**config.mk**
```make
export PLATFORM = sky130hd
export DESIGN_NAME = hazard_ctrl_mc
export DESIGN_NICKNAME = d
export VERILOG_FILES = /design/src/rtl/hazard_pkg.sv /design/src/rtl/hazard_ctrl_mc_fwd_sel.sv /design/src/rtl/hazard_ctrl_mc.sv
export SDC_FILE = /design/constraint.sdc
export NUM_CORES = 1
export LEC_CHECK = 0
export CAP_MARGIN = 25
export CORE_MARGIN = 8
export CORE_UTILIZATION = 40
export DETAILED_ROUTE_END_ITERATION = 10
export GPL_TIMING_DRIVEN = 0
export PLACE_DENSITY = 0.74
export SLEW_MARGIN = 15
export SYNTH_ARGS = -nofsm -noshare
export SYNTH_HDL_FRONTEND = slang
export SYNTH_SLANG_ARGS = --single-unit
```
**constraint.sdc**
```tcl
create_clock -name clk -period 5.2 [get_ports clk]
set_clock_uncertainty 0.15 [all_clocks]
set_input_delay 1.3 -clock clk [delete_from_list [all_inputs] [get_ports clk]]
set_output_delay 1.3 -clock clk [all_outputs]
set_load 0.01 [all_outputs]
```
**src/rtl/hazard_pkg.sv**
```systemverilog
// Shared types and encodings for the multi-cycle hazard controller.
package hazard_pkg;

    typedef enum logic [1:0] {
        RUN    = 2'd0,
        LSTALL = 2'd1,
        FREEZE = 2'd2
    } state_t;

    localparam logic [1:0] FWD_RF = 2'b00;
    localparam logic [1:0] FWD_WB = 2'b01;
    localparam logic [1:0] FWD_M  = 2'b10;

    localparam logic [1:0] RESULT_SRC_LOAD = 2'b01;

endpackage

```
**src/rtl/hazard_ctrl_mc_fwd_sel.sv**
```systemverilog
// Per-operand forward selector: MEM result has priority over WB result; x0 is never forwarded.
module fwd_sel
    import hazard_pkg::*;
#(
    parameter int REG_ADDR_W = 4
) (
    input  logic [REG_ADDR_W-1:0] i_rs_EX,
    input  logic [REG_ADDR_W-1:0] i_rdAddr_M,
    input  logic                  i_reg_write_M,
    input  logic [REG_ADDR_W-1:0] i_rdAddr_WB,
    input  logic                  i_reg_write_WB,
    output logic [1:0]            o_fwd
);

    always_comb begin
        o_fwd = FWD_RF;
        if (i_reg_write_M && (i_rdAddr_M != '0) && (i_rdAddr_M == i_rs_EX)) begin
            o_fwd = FWD_M;
        end else if (i_reg_write_WB && (i_rdAddr_WB != '0) && (i_rdAddr_WB == i_rs_EX)) begin
            o_fwd = FWD_WB;
        end
    end

endmodule

```
**src/rtl/hazard_ctrl_mc.sv**
```systemverilog
// Multi-cycle hazard controller: forwarding, load-use stall of configurable depth,
// memory-wait freeze with lcnt preserved across it, and branch flush deferred past a freeze.
module hazard_ctrl_mc
    import hazard_pkg::*;
#(
    parameter int REG_ADDR_W = 4,
    parameter int LOAD_STALL = 1,
    parameter int CNT_W      = 32
) (
    input  logic                  clk,
    input  logic                  rst,
    input  logic [REG_ADDR_W-1:0] i_rs1Addr_ID,
    input  logic [REG_ADDR_W-1:0] i_rs2Addr_ID,
    input  logic [REG_ADDR_W-1:0] i_rs1Addr_EX,
    input  logic [REG_ADDR_W-1:0] i_rs2Addr_EX,
    input  logic [REG_ADDR_W-1:0] i_rdAddr_EX,
    input  logic [1:0]            i_result_src_EX,
    input  logic                  i_pcSrc_EX,
    input  logic [REG_ADDR_W-1:0] i_rdAddr_M,
    input  logic                  i_reg_write_M,
    input  logic [REG_ADDR_W-1:0] i_rdAddr_WB,
    input  logic                  i_reg_write_WB,
    input  logic                  i_mem_busy,
    output logic                  o_stall_IF,
    output logic                  o_stall_ID,
    output logic                  o_stall_EX,
    output logic                  o_stall_M,
    output logic                  o_flush_ID,
    output logic                  o_flush_EX,
    output logic [1:0]            o_forward_rs1_EX,
    output logic [1:0]            o_forward_rs2_EX,
    output logic [CNT_W-1:0]      o_stall_cnt,
    output logic [1:0]            o_state
);

    state_t           r_state;
    logic [2:0]       r_lcnt;
    logic [CNT_W-1:0] r_stall_cnt;

    state_t     w_next_state;
    state_t     w_eff_state;
    state_t     w_dbg_state;
    logic [2:0] w_next_lcnt;
    logic       w_lu;
    logic       w_stall_IF;
    logic       w_stall_ID;
    logic       w_stall_EX;
    logic       w_stall_M;
    logic       w_flush_ID;
    logic       w_flush_EX;
    logic [1:0] w_fwd_rs1;
    logic [1:0] w_fwd_rs2;

    fwd_sel #(.REG_ADDR_W(REG_ADDR_W)) u_fwd_rs1 (
        .i_rs_EX        (i_rs1Addr_EX),
        .i_rdAddr_M     (i_rdAddr_M),
        .i_reg_write_M  (i_reg_write_M),
        .i_rdAddr_WB    (i_rdAddr_WB),
        .i_reg_write_WB (i_reg_write_WB),
        .o_fwd          (w_fwd_rs1)
    );

    fwd_sel #(.REG_ADDR_W(REG_ADDR_W)) u_fwd_rs2 (
        .i_rs_EX        (i_rs2Addr_EX),
        .i_rdAddr_M     (i_rdAddr_M),
        .i_reg_write_M  (i_reg_write_M),
        .i_rdAddr_WB    (i_rdAddr_WB),
        .i_reg_write_WB (i_reg_write_WB),
        .o_fwd          (w_fwd_rs2)
    );

    assign w_lu = (i_result_src_EX == RESULT_SRC_LOAD) && (i_rdAddr_EX != '0) &&
                  ((i_rdAddr_EX == i_rs1Addr_ID) || (i_rdAddr_EX == i_rs2Addr_ID));

    always_ff @(posedge clk) begin
        if (rst) begin
            r_state     <= RUN;
            r_lcnt      <= 3'd0;
            r_stall_cnt <= '0;
        end else begin
            r_state <= w_next_state;
            r_lcnt  <= w_next_lcnt;
            if (w_stall_IF) begin
                r_stall_cnt <= r_stall_cnt + CNT_W'(1);
            end
        end
    end

    // A registered FREEZE only means "frozen last cycle": once i_mem_busy drops, this
    // cycle already behaves as the resumed state, so a held branch flushes with no gap.
    always_comb begin
        w_eff_state  = (r_state == FREEZE) ? ((r_lcnt != 3'd0) ? LSTALL : RUN) : r_state;
        w_dbg_state  = w_eff_state;
        w_next_state = w_eff_state;
        w_next_lcnt  = r_lcnt;
        w_stall_IF   = 1'b0;
        w_stall_ID   = 1'b0;
        w_stall_EX   = 1'b0;
        w_stall_M    = 1'b0;
        w_flush_ID   = 1'b0;
        w_flush_EX   = 1'b0;
        if (rst) begin
            w_dbg_state  = RUN;
            w_next_state = RUN;
        end else if (i_mem_busy) begin
            w_dbg_state  = FREEZE;
            w_next_state = FREEZE;
            w_stall_IF   = 1'b1;
            w_stall_ID   = 1'b1;
            w_stall_EX   = 1'b1;
            w_stall_M    = 1'b1;
        end else begin
            case (w_eff_state)
                LSTALL: begin
                    if (i_pcSrc_EX) begin
                        w_flush_ID   = 1'b1;
                        w_flush_EX   = 1'b1;
                        w_next_lcnt  = 3'd0;
                        w_next_state = RUN;
                    end else begin
                        w_stall_IF = 1'b1;
                        w_stall_ID = 1'b1;
                        w_flush_EX = 1'b1;
                        if (r_lcnt <= 3'd1) begin
                            w_next_lcnt  = 3'd0;
                            w_next_state = RUN;
                        end else begin
                            w_next_lcnt  = r_lcnt - 3'd1;
                            w_next_state = LSTALL;
                        end
                    end
                end
                default: begin
                    w_next_state = RUN;
                    if (i_pcSrc_EX) begin
                        w_flush_ID = 1'b1;
                        w_flush_EX = 1'b1;
                    end else if (w_lu) begin
                        w_stall_IF = 1'b1;
                        w_stall_ID = 1'b1;
                        w_flush_EX = 1'b1;
                        if (LOAD_STALL > 1) begin
                            w_next_lcnt  = 3'(LOAD_STALL - 1);
                            w_next_state = LSTALL;
                        end
                    end
                end
            endcase
        end
    end

    assign o_stall_IF       = w_stall_IF;
    assign o_stall_ID       = w_stall_ID;
    assign o_stall_EX       = w_stall_EX;
    assign o_stall_M        = w_stall_M;
    assign o_flush_ID       = w_flush_ID;
    assign o_flush_EX       = w_flush_EX;
    assign o_forward_rs1_EX = rst ? FWD_RF : w_fwd_rs1;
    assign o_forward_rs2_EX = rst ? FWD_RF : w_fwd_rs2;
    assign o_stall_cnt      = r_stall_cnt;
    assign o_state          = w_dbg_state;

endmodule
```
# --- Yosys cells after proc, flatten, opt, wreduce, memory -nomap -nowiden ---
# Index checks and enable logic that the tools add are counted.
totals:
  ff_bits: 37
  input_bits: 36
  output_inout_bits: 44
  elab_cells: 64
classes:
  add_sub_neg: 2
  magnitude_cmp: 1
  n_eq_ne: 9
  mux: 31
  bitwise: 2
  n_reduce_logical: 15
ops:
  columns: ["cell", "count"]
  rows:
  - ["32-bit by 1-bit adder with 32-bit output, second input constant", 1]
  - ["4-bit == test", 6]
  - ["1-bit two-way mux", 20]
  - ["2-bit two-way mux", 9]
  - ["4-bit nonzero test", 3]
  - ["1-bit logical AND", 8]
  - ["3-bit two-way mux", 2]
  - ["2-bit by 1-bit == test with 1-bit output, second input constant", 2]
  - ["4-bit OR reduction", 1]
  - ["3-bit by 1-bit less-or-equal comparator with 1-bit output, second input constant", 1]
  - ["3-bit nonzero test", 1]
  - ["3-bit by 1-bit subtractor with 3-bit output, second input constant", 1]
  - ["2-bit == test, second input constant", 1]
  - ["1-bit inverter", 2]
  - ["2-bit AND reduction", 1]
  - ["1-bit logical OR", 1]

# --- Logic depth before layout (Yosys ltp) ---
depth:
  ltp_word: 8
  depth_mapped: 8
  ltp_nobuf: 7

# --- Modules after synthesis ---
# Synthesis repeated with hierarchy kept, for this count alone.
hier_totals:
  cells_unflattened: 326
  area_unflattened_um2: 2648.8
by_module_without_submodules:
  columns: ["module", "n_inst", "cells_each", "area_each_um2", "seq_area_each_um2"]
  rows:
  - ["hazard_ctrl_mc", 1, 292, 2393.5, 740.7]
  - ["fwd_sel", 2, 17, 127.6, 0.0]

# --- Worst setup path after synthesis ---
# Ideal clock, no wire load.
synth_path:
  path_type: "input -> output"
  startpoint: "input port i_rdAddr_EX[1]"
  endpoint: "output port o_stall_IF"
  arrival_time_ns: 2.772
  required_ns: 3.750
  setup_slack_ns: 0.978
  cell_stages: 7
  path_buffers: 2
  path_cell_list: "xor2_1 -> nor4_2 -> o211ai_2 -> clkbuf_1 -> and2_1 -> nor2_1 -> buf_4"
synth_via:
  elab_chain_len: 8
  word_cells_on_any_way: 11
  cone_classes: "eq/ne (2); mux (5); reduce/logical (4)"
synth_rtl:
  columns: ["item", "line", "text"]
  rows:
  - ["start, declared", "hazard_ctrl_mc.sv:16", "input logic [REG_ADDR_W-1:0] i_rdAddr_EX,"]
  - ["4-bit == test or 4-bit nonzero test (tied branches)", "hazard_ctrl_mc.sv:73, hazard_ctrl_mc.sv:72", null]
  - ["1-bit logical OR or 1-bit logical AND (tied branches)", "hazard_ctrl_mc.sv:73, hazard_ctrl_mc.sv:72", null]
  - ["1-bit logical AND (*)", "hazard_ctrl_mc.sv:72", "assign w_lu = (i_result_src_EX == RESULT_SRC_LOAD) && (i_rdAddr_EX != '0) &&"]
  - ["1-bit two-way mux (*) (5 in series)", null, null]
  - ["end, declared", "hazard_ctrl_mc.sv:24", "output logic o_stall_IF,"]
# Every way passes the cells marked *; elsewhere a longest branch is shown, timed or not.

# --- Worst setup path in the final report ---
layout_path:
  startpoint: "input port i_rdAddr_EX[0]"
  endpoint: "output port o_stall_IF"
layout_via:
  elab_chain_len: 8
  word_cells_on_any_way: 11
  cone_classes: "eq/ne (2); mux (5); reduce/logical (4)"
layout_rtl:
  columns: ["item", "line", "text"]
  rows:
  - ["4-bit == test or 4-bit nonzero test (tied branches)", "hazard_ctrl_mc.sv:73, hazard_ctrl_mc.sv:72", null]
  - ["1-bit logical OR or 1-bit logical AND (tied branches)", "hazard_ctrl_mc.sv:73, hazard_ctrl_mc.sv:72", null]
  - ["1-bit logical AND (*)", "hazard_ctrl_mc.sv:72", null]
  - ["1-bit two-way mux (*)", "hazard_ctrl_mc.sv:138", "end else if (w_lu) begin"]
  - ["1-bit two-way mux (*)", "hazard_ctrl_mc.sv:135", "if (i_pcSrc_EX) begin"]
  - ["1-bit two-way mux (*)", "hazard_ctrl_mc.sv:113", "case (w_eff_state)"]
  - ["1-bit two-way mux (*)", "hazard_ctrl_mc.sv:105", "end else if (i_mem_busy) begin"]
  - ["1-bit two-way mux (*)", "hazard_ctrl_mc.sv:102", "if (rst) begin"]
# Marks and branches as above.

==> impl_metrics.py <==
metrics = {
    "setup_path": {
        "crit_path_start": "i_rdAddr_EX[0]",
        "r2r-end": "o_stall_cnt[24]",
        "setup.worst_path.end": "o_stall_IF",
        "r2r_start": "o_stall_cnt[3]",
        "critPathMaxFanout": 4,
        "worstSetupStartpointType": "primary input",
        "ff2ff_path_depth": 5,
        "r2r_slack_ns": 2.62,
        "worstSetupPathType": "primary input to output port",
        "end_kind": "output port",
        "crit_required_ns": 3.75,
        "worstPathArrival_ns": 3.68,
    },
    "clock_network": {
        "clkSinkCount": 37,
        "clk_latency_ns": 0.29,
        "ctsHtreeMaxLevel": 2,
        "clk_pin_slew_ns": 0.08,
        "clock_tree.root_cell": "clkbuf_8",
        "numCtsBuffers": 5,
        "cts_tree": "yes",
        "clock_path_buffers": 2,
        "cts_hold_buf": 0,
    },
    "final_layout": {
        "fin_cells": 488,
        "num-nets-final": 450,
        "diodes": 0,
        "synthToLayoutAreaGrowth_pct": 39.06,
        "layout-drive-gt1-share": 0.1144,
    },
    "global_routing": {
        "grt_max_degree": 13,
        "first_global_vias": 2669,
        "antenna_found_initial": 0,
        "grt_pass1_wl_um": 12940,
        "overflow": 0,
        "grt.total_usage": 0.1611,
    },
    "power": {
        "powerDensity_mw_per_mm2": 170.3,
        "power.switching_uw": 160.0,
        "power.share.sequential": 0.464,
        "swShare": 0.2586,
        "leakage_uw": 0.001259,
        "ir_worst_vdd_mv": 0.08906,
        "combPwrFrac": 0.172,
        "clkPwrFrac": 0.364,
        "p_int_uw": 458.9,
    },
    "synth": {
        "ys_warn_count": 0,
        "synth_top_area_frac": 0.2834,
        "ys_seq_elements": 37,
        "synth_cell_types": 45,
        "syn-cell-area_mm2": 0.002614,
        "avgSynthCellArea_um2": 8.042,
        "synth.area.top_cells": "dfxtp_1 28%, mux2_2 10%, nor2_1 7.5%",
        "synthCells": 325,
        "ys_seq_area_frac": 0.2834,
        "synth_top_area_cell": "dfxtp_1",
        "synth_fp_nets": 365,
    },
    "routing": {
        "viasPerCell": 5.576,
        "routed_wl_um": 7775,
        "drt-pass1-iter-count": 4,
        "antenna_left": 0,
        "drc_errors": 0,
        "vias": 2721,
        "drtIter0Drc": 113,
        "drt-wirelength-per-cell_um": 15.93,
    },
    "placement": {
        "port_buffers": 78,
        "dp_cells": 480,
        "place_congestion": 0.8318,
        "dpl.hpwl_um": 5985,
    },
    "floorplanning": {
        "die_w_um": 96.84,
        "fp.dieH_um": 96.84,
        "die_area_mm2": 0.009377,
        "start_util": 0.4116,
        "core.rowCount": 29,
        "ios": 80,
        "core_area_mm2": 0.006350,
    },
    "timing": {
        "setup_tns_ns": 0,
        "timing.slew.headroom": 0.5466,
        "setup_viol": 0,
        "max_slew.worst_pin.slew_ns": 0.6713,
        "final_hold_viol_count": 0,
        "slew_viol_final": 0,
        "rsz0062_at_grt": "false",
        "min_period_ns": 5.129,
        "timing.fmax_ghz": 0.1950,
        "timing.final.crit_share": 0.9863,
    },
    "min_path": {
        "holdCritPathClass": "flip-flop to flip-flop",
    },
    "flow_run": {
        "drv_cap": 0,
    },
    "status": {
        "run_status": "finished clean",
    },
}
==> worst min-delay path by stage <==
stage	start	end	slack (ns)	cells after the start
after floorplan	r_lcnt[2]	r_lcnt[2]	0.30	1
after global placement	r_lcnt[2]	r_lcnt[2]	0.32	1
after detailed placement	r_lcnt[2]	r_lcnt[2]	0.33	1
after CTS	r_lcnt[2]	r_lcnt[2]	0.34	1
after global routing	r_lcnt[2]	r_lcnt[2]	0.40	1
final	r_lcnt[2]	r_lcnt[2]	0.34	1
==> power groups by stage <==
stage               combinational, uW  sequential, uW  clock, uW
floorplan                        46.7             294          0
global placement                 99.1             294          0
detailed placement                102             294          0
CTS                               107             287        230
global route                      116             288        239
finish                            106             287        225
==> registers in the layout (all words and copies together) (netlist names) <==
register,count
r_lcnt,3
o_stall_cnt,32
r_state,2
==> per-stage QoR <==
stage          total power [uW]    util  setup WS, ns  hold WS [ns]  instance area [um2]
5_1_grt                   641.9  0.5724      0.004547        0.3972                 3635
4_1_cts                   624.4  0.5722       0.04670        0.3431                 3633
2_1_floorplan             340.8       -        0.9782        0.2956                 2614
3_5_place_dp              396.0  0.5498       -0.2811        0.3268                 3491
6_report                  618.9  0.5724       0.07109        0.3431                 3635
3_3_place_gp              392.7  0.5498       -0.2896        0.3159                 3491
==> cell type report <==
cell class              count  area [um2]
plain buffers              16       77.57
clock buffers               7       96.34
clock inverters             1       5.005
fillers                   597        2715
inverters                   7       26.28
multi-input cells         263        1797
flip-flops and latches     37       740.7
well taps                  77       96.34
repair buffers             80       795.8
==> worst max-delay path, stage by stage <==
cell             delay (ns)
clkdlybuf4s50_1        0.54
nor4_1                 0.08
nor3b_1                0.48
o211ai_2               0.21
and2_1                 0.22
nor2_1                 0.17
buf_4                  0.14
clkdlybuf4s50_1        0.53
==> synth_stat cells (all sizes together) <==
cell type	number
a2111oi	7
a211o	1
a211oi	8
a21boi	3
a21o	2
a21oi	12
a311oi	1
and2	3
and3	3
buf	6
clkbuf	12
dfxtp	37
ha	4
inv	7
mux2	30
nand2	18
nand2b	4
nand3	13
nand3b	2
nand4	15
nand4b	1
nor2	52
nor2b	29
nor3	6
nor3b	3
nor4	4
o2111ai	1
o211ai	3
o21ai	6
o21ba	1
o22ai	4
o32ai	1
o41ai	1
or4	1
xnor2	16
xor2	8
==> layout by cell type (no fill, tap or decap), types with 4 or more instances in the layout <==
cell type	count
a2111oi_1	4
a211oi_1	8
a21oi_1	12
buf_4	4
clkbuf_1	8
clkbuf_8	7
clkdlybuf4s50_1	78
dfxtp_1	37
ha_1	4
inv_1	7
mux2_1	6
mux2_2	24
nand2_1	18
nand2b_1	4
nand3_1	13
nand4_1	15
nor2_1	52
nor2b_1	29
nor3_1	6
o21ai_0	5
o22ai_1	4
xnor2_1	16
xor2_1	8
==> metal layers <==
layer | vias to the layer above | routed length, um | track usage
li1 | 1326 | - | -
met1 | 1306 | 3418 | 0.1859
met2 | 82 | 3757 | 0.2786
met3 | 7 | 503 | 0.04339
met4 | 0 | 95 | 0.05444
met5 | - | 0 | 0
==> logic make-up after synthesis <==
| group | Yosys count | synth area share |
|---|---|---|
| flip-flops | 37 | 0.2834 |
| buffers and inverters | 25 | 0.04165 |
| AO/OA/AOI/OAI | 51 | 0.1426 |
| XOR/XNOR | 24 | 0.08042 |
| multiplexers | 30 | 0.1292 |
| adder cells (fa/ha/maj) | 4 | 0.01915 |
| AND/OR/NAND/NOR | 154 | 0.3035 |
==> what timing repair did <==
item	in CTS	in global routing
pin swaps	2	0
setup buffers	2	0
setup endpoints to repair	3	9
gates resized for setup	4	3
Power figures use the tool's default switching activity.
